===== src/rtl/osfm_pkg.sv =====
// Shared widths, types and helpers for the OSFM operand packer.
package osfm_pkg;

    localparam int unsigned OsfmBitwidth  = 8;
    localparam int unsigned OsfmBitwidthI = 6;

    localparam int unsigned OsfmShiftDistance = OsfmBitwidth - OsfmBitwidthI;

    typedef logic [OsfmBitwidth-1:0]  operand_t;
    typedef logic [OsfmBitwidthI-1:0] slice_t;

    typedef struct packed {
        slice_t     slice_a;
        slice_t     slice_b;
        logic [1:0] shift_possible;
    } osfm_pair_t;

    function automatic logic [1:0] pop2(input logic [1:0] v);
        return {1'b0, v[0]} + {1'b0, v[1]};
    endfunction

endpackage


===== src/rtl/osfm_lowinput_detect.sv =====
// Combinational low-input detect for one operand: flags pure sign extension above the
// reduced width and selects either the low slice or the MSB-truncated slice.
module osfm_lowinput_detect
    import osfm_pkg::*;
#(
    parameter int unsigned BITWIDTH        = OsfmBitwidth,
    parameter int unsigned OSFM_BITWIDTH_I = OsfmBitwidthI
) (
    input  logic [BITWIDTH-1:0]        op_i,
    output logic                       low_o,
    output logic [OSFM_BITWIDTH_I-1:0] slice_o
);
    localparam int unsigned SHIFTDISTANCE = BITWIDTH - OSFM_BITWIDTH_I;

    logic [SHIFTDISTANCE:0] upper;

    assign upper   = op_i[BITWIDTH-1:OSFM_BITWIDTH_I-1];
    assign low_o   = (&upper) | (~|upper);
    assign slice_o = low_o ? op_i[OSFM_BITWIDTH_I-1:0] : op_i[BITWIDTH-1:SHIFTDISTANCE];

endmodule


===== src/rtl/osfm_operand_packer.sv =====
// Packs signed operand pairs into reduced slices plus shift flags behind a 2-entry FIFO.
// Optional shift statistics counter enabled by macro OSFM_SHIFT_STATS_EN.
module osfm_operand_packer
    import osfm_pkg::*;
#(
    parameter int unsigned BITWIDTH        = OsfmBitwidth,
    parameter int unsigned OSFM_BITWIDTH_I = OsfmBitwidthI,
    parameter int unsigned SHIFTDISTANCE   = OsfmShiftDistance
) (
    input  logic                       clk,
    input  logic                       rst_n,
    input  logic                       in_valid,
    output logic                       in_ready,
    input  logic [BITWIDTH-1:0]        op_a,
    input  logic [BITWIDTH-1:0]        op_b,
    output logic                       out_valid,
    input  logic                       out_ready,
    output logic [OSFM_BITWIDTH_I-1:0] slice_a,
    output logic [OSFM_BITWIDTH_I-1:0] slice_b,
    output logic [1:0]                 shift_possible,
    input  logic                       stat_clr,
    output logic [15:0]                stat_shift_cnt
);
    osfm_pair_t new_pair;
    osfm_pair_t head_q, head_d;
    osfm_pair_t tail_q, tail_d;
    logic [1:0] count_q, count_d;
    logic       in_ready_q, out_valid_q;
    logic       accept, pop;

    osfm_lowinput_detect #(
        .BITWIDTH       (BITWIDTH),
        .OSFM_BITWIDTH_I(OSFM_BITWIDTH_I)
    ) u_detect_a (
        .op_i   (op_a),
        .low_o  (new_pair.shift_possible[0]),
        .slice_o(new_pair.slice_a)
    );

    osfm_lowinput_detect #(
        .BITWIDTH       (BITWIDTH),
        .OSFM_BITWIDTH_I(OSFM_BITWIDTH_I)
    ) u_detect_b (
        .op_i   (op_b),
        .low_o  (new_pair.shift_possible[1]),
        .slice_o(new_pair.slice_b)
    );

    assign accept = in_valid & in_ready_q;
    assign pop    = out_valid_q & out_ready;

    // Head register feeds the outputs directly; tail only holds the second entry.
    always_comb begin
        head_d  = head_q;
        tail_d  = tail_q;
        count_d = count_q;
        unique case ({accept, pop})
            2'b10: begin
                if (count_q == 2'd0) head_d = new_pair;
                else                 tail_d = new_pair;
                count_d = count_q + 2'd1;
            end
            2'b01: begin
                head_d  = tail_q;
                count_d = count_q - 2'd1;
            end
            // Accept needs !full and pop needs non-empty, so occupancy is exactly one here.
            2'b11: head_d = new_pair;
            default: ;
        endcase
    end

    always_ff @(posedge clk or negedge rst_n) begin
        if (!rst_n) begin
            head_q      <= '0;
            tail_q      <= '0;
            count_q     <= 2'd0;
            in_ready_q  <= 1'b1;
            out_valid_q <= 1'b0;
        end else begin
            head_q      <= head_d;
            tail_q      <= tail_d;
            count_q     <= count_d;
            in_ready_q  <= (count_d != 2'd2);
            out_valid_q <= (count_d != 2'd0);
        end
    end

    assign in_ready       = in_ready_q;
    assign out_valid      = out_valid_q;
    assign slice_a        = head_q.slice_a;
    assign slice_b        = head_q.slice_b;
    assign shift_possible = head_q.shift_possible;

`ifdef OSFM_SHIFT_STATS_EN
    logic [15:0] cnt_q, cnt_d;
    logic [16:0] cnt_sum;

    assign cnt_sum = {1'b0, cnt_q} + {15'd0, pop2(new_pair.shift_possible)};

    always_comb begin
        cnt_d = cnt_q;
        if (stat_clr)    cnt_d = 16'd0;
        else if (accept) cnt_d = cnt_sum[16] ? 16'hFFFF : cnt_sum[15:0];
    end

    always_ff @(posedge clk or negedge rst_n) begin
        if (!rst_n) cnt_q <= 16'd0;
        else        cnt_q <= cnt_d;
    end

    assign stat_shift_cnt = cnt_q;
`else
    logic unused_stat_clr;
    assign unused_stat_clr = stat_clr;
    assign stat_shift_cnt  = 16'd0;
`endif

endmodule


===== config.mk =====
export PLATFORM = sky130hd
export DESIGN_NAME = osfm_operand_packer
export DESIGN_NICKNAME = d
export VERILOG_FILES = /design/src/rtl/osfm_pkg.sv /design/src/rtl/osfm_lowinput_detect.sv /design/src/rtl/osfm_operand_packer.sv
export SDC_FILE = /design/constraint.sdc
export NUM_CORES = 1
export LEC_CHECK = 0
export ABC_AREA = 1
export BUFFER_PORTS_ARGS = -buffer_cell sky130_fd_sc_hd__buf_2
export CORE_UTILIZATION = 49
export CTS_BUF_LIST = sky130_fd_sc_hd__clkbuf_8
export DETAILED_ROUTE_END_ITERATION = 6
export PLACE_DENSITY = 0.79
export SKIP_LAST_GASP = 1
export SLEW_MARGIN = 5
export SYNTH_ARGS = -nofsm -noshare
export SYNTH_HDL_FRONTEND = slang
export SYNTH_HIERARCHICAL = 1
export SYNTH_SLANG_ARGS = --single-unit
export TNS_END_PERCENT = 30

===== constraint.sdc =====
create_clock -name clk -period 1.4 [get_ports clk]
set_input_delay 0.21 -clock clk [delete_from_list [all_inputs] [get_ports clk]]
set_output_delay 0.21 -clock clk [all_outputs]
set_load 0.005 [all_outputs]

; ---- Yosys cells after proc, flatten, opt, wreduce, memory -nomap -nowiden
; Cells that the tools add are included.
[word_totals]
regBits = 32
input_bits = 21
out_inout_bits = 32
word_cells = 37
[classes]
addsub = 2
eq_ne = 5
mux = 5
bitwise_logic = 5
reduce_logical = 11
[ops]
columns = operator, n
row1 = $pmux 14 s3, 1
row2 = $mux 14, 1
row3 = $mux 6, 2
row4 = $reduce_and 3->1, 2
row5 = $reduce_or 3->1, 2
row6 = $eq 2x2->1 const B, 2
row7 = $ne 2x2->1 const B, 2
row8 = $pmux 2 s2, 1
row9 = $reduce_and 2->1, 2
row10 = $reduce_bool 3->1, 1
row11 = $add 2x1->2 const B, 1
row12 = $and 1x1->1, 2
row13 = $eq 2x1->1 const B, 1
row14 = $logic_not 1->1, 2
row15 = $logic_not 2->1, 1
row16 = $or 1x1->1, 2
row17 = $reduce_bool 2->1, 1
row18 = $sub 2x1->2 const B, 1
row19 = $not 1->1, 1

; ---- Longest topological paths before layout
; Gate-level depths: netlist of the first run.
[logic_depth]
ltp_word = 6
ltp_mapped = 10
mapped_depth_nobuf = 9

; ---- Modules after synthesis
; Netlist of the first run, hierarchy kept.
[modules_own_cells]
columns = module, instances, cells_each, area_each_um2, seq_area_each_um2
row1 = osfm_operand_packer, 1, 194, 1636.6, 802.0
row2 = osfm_lowinput_detect, 2, 26, 123.9, 0.0

; ---- Worst setup path after synthesis of the first run
; No wires, ideal clock.
[synth_timing]
path_type = register to register
start = reg in_ready_q, in the netlist in_ready
end = reg head_q (netlist bit slice_a[0])
setup_time_ns = 0.117
arrival_time_ns = 1.393
required_ns = 1.283
path_slack_ns = -0.109
path_stages_with_launch = 10
path_buffers = 2
cell_sequence = dfstp_2 -> nand2_1 -> inv_1 -> ha_1 -> or2_0 -> buf_6 -> nand2_8 -> buf_12 -> nand2_1 -> nand2_1
[synth_between]
elab_chain_len = 4
word_cells_on_any_way = 8
[synth_lines]
columns = element, line_no
row1 = "start, declared", osfm_operand_packer.sv:28  ; logic in_ready_q, out_valid_q;
row2 = "start signal, assigned", osfm_operand_packer.sv:84  ; in_ready_q <= (count_d != 2'd2);
row3 = $and 1x1->1 *, osfm_operand_packer.sv:49  ; assign accept = in_valid & in_ready_q;
row4 = $eq 2x2->1 / $eq 2x1->1 (equally long branches), osfm_operand_packer.sv:57  ; unique case ({accept, pop})
row5 = $ne 2x2->1 (no line) / $reduce_bool 3->1 (equally long branches), -
row6 = $reduce_and 2->1 (no line), -
row7 = "end signal, assigned", osfm_operand_packer.sv:75  ; head_q <= '0;
row8 = "end signal, assigned", osfm_operand_packer.sv:81  ; head_q <= head_d;
row9 = "end, declared", osfm_operand_packer.sv:25  ; osfm_pair_t head_q, head_d;
; Mark *: on every way between the ends. The rest lies on a longest branch, timed or not.
; A chain may end at the register's enable or synchronous reset.

; ---- Final worst setup path of the first run
[layout_timing]
start = reg in_ready_q, in the netlist in_ready
end = reg head_q (netlist bit shift_possible[0])
; The elaborated chain is that of the path after synthesis.

==> results of run 1 <==
-- timing repair --
action,CTS,global route
endpoints found under the hold margin,31,0
cloned,2,1
gates resized for setup,6,20
setup buffers,3,1
setup endpoints to repair,15,32
pin swaps,4,4
hold buffers,1,0
-- cells in the mapped netlist, drive strengths merged --
cell type	count	area (um2)
nor2	2	7.51
dfstp	1	26.3
or2	1	6.26
inv	29	109
ha	2	25.0
nand2	84	344
o21ai	33	191
buf	21	169
nand3	33	178
nand4	1	6.26
conb	1	3.75
dfrtp	31	776
clkbuf	6	33.8
xor2	1	8.76
-- per-stage QoR --
stage | setup TNS [ps] | hold slack (ps)
after floorplan | -281 | -85.6
after detailed placement | -626 | 176
after CTS | -44.7 | 244
final | -2.24 | 256
after global routing | -1620 | 284
after global placement | -432 | 172
-- registers in the layout (all words and copies together), names as in the netlist --
| name | count |
|---|---|
| shift_possible | 2 |
| out_valid | 1 |
| count_q | 2 |
| tail_q | 14 |
| in_ready | 1 |
| slice_b | 6 |
| slice_a | 6 |
-- how the worst max path moves through the flow --
stage	slack, ps	endpoint	cells after the start	start
5_1_grt	-70	shift_possible[0]$_DFFE_PN0P_	8	in_ready$_DFF_PN1_
2_1_floorplan	-30	slice_a[0]$_DFFE_PN0P_	9	in_ready$_DFF_PN1_
4_1_cts	-10	slice_a[3]$_DFFE_PN0P_	8	in_ready$_DFF_PN1_
6_report	-1	shift_possible[0]$_DFFE_PN0P_	8	in_ready$_DFF_PN1_
3_3_place_gp	-40	shift_possible[1]$_DFFE_PN0P_	8	in_ready$_DFF_PN1_
3_5_place_dp	-70	shift_possible[1]$_DFFE_PN0P_	8	in_ready$_DFF_PN1_
-- cell families (layout without fill, tap and decap cells) --
family | after synthesis | after routing
fa+ha+maj | 2 | 2
compound gates | 33 | 33
flops | 32 | 32
simple gates | 121 | 123
buf+inv | 56 | 83
xor+xnor | 1 | 1
other cells | 1 | 16
-- power breakdown --
part | internal (mW) | total, mW | switching (mW)
clock network | 0.386 | 0.713 | 0.327
registers | 1.37 | 1.62 | 0.255
logic | 0.773 | 1.75 | 0.978
total | 2.53 | 4.09 | 1.56
-- routing by layer --
| layer | wire length [um] | GRT usage | vias up |
|---|---|---|---|
| li1 | - | - | 827 |
| met1 | 1650 | 0.251 | 722 |
| met2 | 1690 | 0.286 | 51 |
| met3 | 185 | 0.0446 | 6 |
| met4 | 68 | 0.0881 | 0 |
| met5 | 0 | 0 | - |
-- worst max-delay path: cells and delay by family, from the launching register on --
kind,cells,cell delay (ps)
and+or+nand+nor,4,430
buffers and inverters,3,320
DFF,1,370
adders and majority gates,1,170
-- cell type report --
cell class | instances | area (um2) | share of cell area
multi-input cells | 175 | 930 | 0.402
clock inverters | 2 | 7.51 | 0.00325
inverters | 29 | 109 | 0.0471
flip-flops and latches | 32 | 802 | 0.347
well taps | 48 | 60.1 | 0.0260
repair buffers | 46 | 320 | 0.139
clock buffers | 6 | 82.6 | 0.0357
-- placed cells by master, fill, tap and decap left out, types with 4 or more instances in the layout --
master / n
nand2_1: 68
clkbuf_8: 6
o21ai_0: 25
nand3_1: 30
conb_1: 16
o21ai_1: 5
buf_2: 36
nand2_2: 14
buf_12: 5
inv_1: 30
dfrtp_1: 31
buf_4: 4
==> results.cfg, run 1 <==
[sta]
finalSetupViolCount = 2
slew_violations = 0
period_share = 1.00
max_freq_mhz = 714
rsz0062_at_grt = yes
clock_skew_ps = 4.35
setup_slack_ps = -1.32
hold_viol = 0
period_minus_slack_ps = 1400

[clock_network]
numClockSinks = 32
cts_buffer_depth = 2
h-tree-depth = 2
numCtsBuffers = 5
tritoncts = yes
clk_pin_slew_ps = 60
root_buffer = clkbuf_8
clock_latency_ps = 290

[routing]
vias_per_cell = 4.75
first_iter_violations = 109
vias = 1606
drt_wl_total_um = 3600
route.detailed.drc = 1
drtAntennaViolNets = 0
drt-pass1-iter-count = 6
wl_per_cell_um = 10.7

[floorplanning]
rows = 22
core-area_mm2 = 0.00366
dieWidth_um = 64.0
num_io_pins = 53
start_util = 0.515
dieArea_mm2 = 0.00410
die_h_um = 64.0

[worst_setup_path]
r2r-start = in_ready$_DFF_PN1_
cp_slowest_cell = dfstp_2
path_max_fanout = 6
max_stage_delay_ps = 370
cp_cell_sequence = nand2_2, inv_2, ha_4, or2_4, buf_12, buf_12, nand3_1, nand2_1
cp-start-kind = flop
cp_common_cell = buf_12
worst_setup_path_end_kind = flop
required_ps = 1580
worstPathArrival_ps = 1580
ff2ff_path_depth = 8
regToRegSetupSlack_ps = -1
r2r_end = shift_possible[0]$_DFFE_PN0P_
path_class = reg2reg

[hold_path]
hold_depth = 3
worstHoldPathType = in2reg
min-delay-start = op_b[7]
hold_path_end = tail_q[7]$_DFFE_PN0P_

[logic_synthesis]
netlist_instances = 246
synth_xor_area_frac = 0.00465
avgSynthCellArea_um2 = 7.66
syn_area_mm2 = 0.00188
synth_top_family_by_area = simple AND/OR/NAND/NOR gates
synth_compound_area_frac = 0.102
ys_seq_area_frac = 0.426
synth_warnings = 6
synthAdderAreaFrac = 0.0133
synth_mux_area_frac = 0
ys_seq_elements = 32
synth_cell_types = 24
synthSimpleGateAreaFrac = 0.288

[global_route]
grt_pass1_wl_um = 5910
grt_overflow = 0
grt_usage = 0.188
grt_max_degree = 33
antenna_found_initial = 0
grt_pass1_vias = 1381

[cells_and_area]
fillers = 315
final_nets = 312
finalInstanceArea_mm2 = 0.00231
post-route-util = 0.631
num_antenna_cells = 0
finalNonFillerCells = 338
area_growth_pct = 22.6
drive_above_1_share = 0.279

[run_status]
violations = design-rule violations, negative setup slack
status = finished with violations

[power]
power_mw = 4.09
p_per_area_mw_per_mm2 = 1770
cellLeakagePower_nw = 1.27
irDropWorstVdd_uv = 660

[place]
dp.cells = 322
dp_slack_ps = -67.8
portBuffers = 35
hpwlAfterDp_um = 2400
placed_area_mm2 = 0.00208
place_congestion = 0.851

[flow_run]
maxCapViolCount = 0
Power figures use the tool's default switching activity.
==> run 2, diff against run 1 <==
--- a/config.mk
+++ b/config.mk
@@ -7,10 +7,12 @@
 export LEC_CHECK = 0
 export ABC_AREA = 1
 export BUFFER_PORTS_ARGS = -buffer_cell sky130_fd_sc_hd__buf_2
-export CORE_UTILIZATION = 49
+export CELL_PAD_IN_SITES_DETAIL_PLACEMENT = 0
+export CELL_PAD_IN_SITES_GLOBAL_PLACEMENT = 1
+export CORE_UTILIZATION = 35
 export CTS_BUF_LIST = sky130_fd_sc_hd__clkbuf_8
 export DETAILED_ROUTE_END_ITERATION = 6
-export PLACE_DENSITY = 0.79
+export PLACE_DENSITY_LB_ADDON = 0.1
 export SKIP_LAST_GASP = 1
 export SLEW_MARGIN = 5
 export SYNTH_ARGS = -nofsm -noshare
==> run 2 against run 1 <==
Effect of this change:
- the run ends with negative setup slack left
- worst setup slack worse by 37 ps
- cell area down 0.54%
- utilization fell by 18 points
- via count is 3.0% lower
- critical endpoint is now slice_a[5]$_DFFE_PN0P_
- routed wire length is 5.9% higher
- non-clock buffer count stayed put
- hold slack better by 6.0 ps
- global-route usage shrank 4.3 points
- sequential share of layout area grew 0.19 points
- flip-flop and latch count did not move
- power shrank 2.3%
==> results.cfg, run 2 (synthesized netlist as in run 1, its figures left out) <==
[clock_network]
cts_buffer_depth = 2
root_buffer = clkbuf_8
tritoncts = yes
numCtsBuffers = 5
h-tree-depth = 2
clock_latency_ps = 280
clk_pin_slew_ps = 60
numClockSinks = 32

[sta]
clock_skew_ps = 2.91
finalSetupViolCount = 14
fin_tns_setup_ps = -327
period_share = 1.03
hold_viol = 0
max_freq_mhz = 695
rsz0062_at_grt = yes
slew_violations = 0
period_minus_slack_ps = 1440
setup_slack_ps = -38.3

[hold_path]
worstHoldPathType = in2reg
min-delay-start = op_b[7]

[cells_and_area]
finalNonFillerCells = 360
layout_common_cells = 71 x nand2_1, 35 x buf_2, 32 x nand3_1
fillers = 581
finalInstanceArea_mm2 = 0.00230
top_register = tail_q
area_growth_pct = 22.0
layout_commonest_cell = nand2_1
final_nets = 312
multi_input_area_um2 = 897
num_antenna_cells = 0
seq_area_um2 = 802
largest_reg_flops = 14
drive_above_1_share = 0.259
post-route-util = 0.447

[global_route]
grt_usage = 0.145
grt_pass1_wl_um = 6170
antenna_found_initial = 0
grt_overflow = 0
grt_pass1_vias = 1364
grt_max_degree = 33

[power]
cellLeakagePower_nw = 1.25
p_per_area_mw_per_mm2 = 1740
irDropWorstVdd_uv = 564
power_mw = 3.99

[worst_setup_path]
worstPathArrival_ps = 1610
worst_setup_path_end_kind = flop
crit_start = in_ready$_DFF_PN1_
r2r-start = in_ready$_DFF_PN1_
cp-start-kind = flop
required_ps = 1570
path_class = reg2reg
path_max_fanout = 7

[floorplanning]
die_h_um = 75.4
core-area_mm2 = 0.00514
dieArea_mm2 = 0.00568
start_util = 0.367
dieWidth_um = 75.4
rows = 26
num_io_pins = 53

[flow_run]
maxCapViolCount = 0

[place]
portBuffers = 35
placed_area_mm2 = 0.00210
place_congestion = 0.828
dp.cells = 345
hpwlAfterDp_um = 2700

[routing]
first_iter_violations = 65
wl_per_cell_um = 10.6
drt_wl_total_um = 3810
drtAntennaViolNets = 0
vias_per_cell = 4.33
vias = 1558
route.detailed.drc = 0
drt-pass1-iter-count = 4

[run_status]
violations = negative setup slack
status = finished with violations
## run 2: cell types whose count changed in the layout (fill, tap and decap cells not counted)
cell     change
o21ai_1      +1
or2_0        +1
buf_12       -2
or2_4        -1
o21ai_0      -1
nand2_2      -2
nand3_4      -1
buf_2        -1
nand2_1      +3
nand2_4      -1
buf_6        +4
nand3_2      -1
buf_4        -1
nand3_1      +2
## run 2: layout make-up
| cell class | count | share of cell area |
|---|---|---|
| Inverter | 29 | 0.0474 |
| Sequential cell | 32 | 0.349 |
| Clock buffer | 6 | 0.0359 |
| Timing Repair Buffer | 46 | 0.136 |
| Multi-Input combinational cell | 175 | 0.390 |
| Clock inverter | 2 | 0.00327 |
| Tap cell | 70 | 0.0381 |
## run 2: worst paths after layout
| check | end | slack (ps) | cells after the start |
|---|---|---|---|
| worst max-delay path | slice_a[5]$_DFFE_PN0P_ | -40 | 8 |
| min in group asynchronous | count_q[0]$_DFF_PN0_ | 470 | 3 |
| worst max register to register | slice_a[5]$_DFFE_PN0P_ | -40 | 8 |
| worst min register to register | tail_q[1]$_DFFE_PN0P_ | 480 | 2 |
| worst min-delay path | tail_q[7]$_DFFE_PN0P_ | 260 | 3 |
| max in group asynchronous | in_ready$_DFF_PN1_ | 590 | 3 |
## run 2: routing by layer
metal	GRT usage	wire, um
met3	0.0384	197
met2	0.215	1620
met5	0	0
met4	0.0494	85
met1	0.206	1910
## run 2: where the power goes
group | leakage, nW | switching (mW) | internal, mW
sequential | 0.398 | 0.232 | 1.37
clock | 0.0538 | 0.318 | 0.386
combinational | 0.803 | 0.951 | 0.739
## run 2: worst max-delay path, stage by stage, from the launching register on
cell	delay [ps]
dfstp_2	530
nand2_2	60
inv_2	60
ha_4	150
or2_0	130
buf_6	180
nand2_8	90
nand2_1	80
nand2_1	50
## run 2: through the flow
stage	hold WS (ps)	setup WS, ps
global route	303	-110
floorplan	-85.6	-29.4
global placement	259	-65.9
CTS	258	-32.7
finish	262	-38.3
detailed placement	266	-61.5
## run 2: repair_timing
action	4_1_cts	5_1_grt
pin swaps	3	7
cloned	1	1
hold buffers	1	0
resized for setup	7	12
setup endpoints to repair	16	32
setup buffers	3	1
hold endpoints to repair	31	0
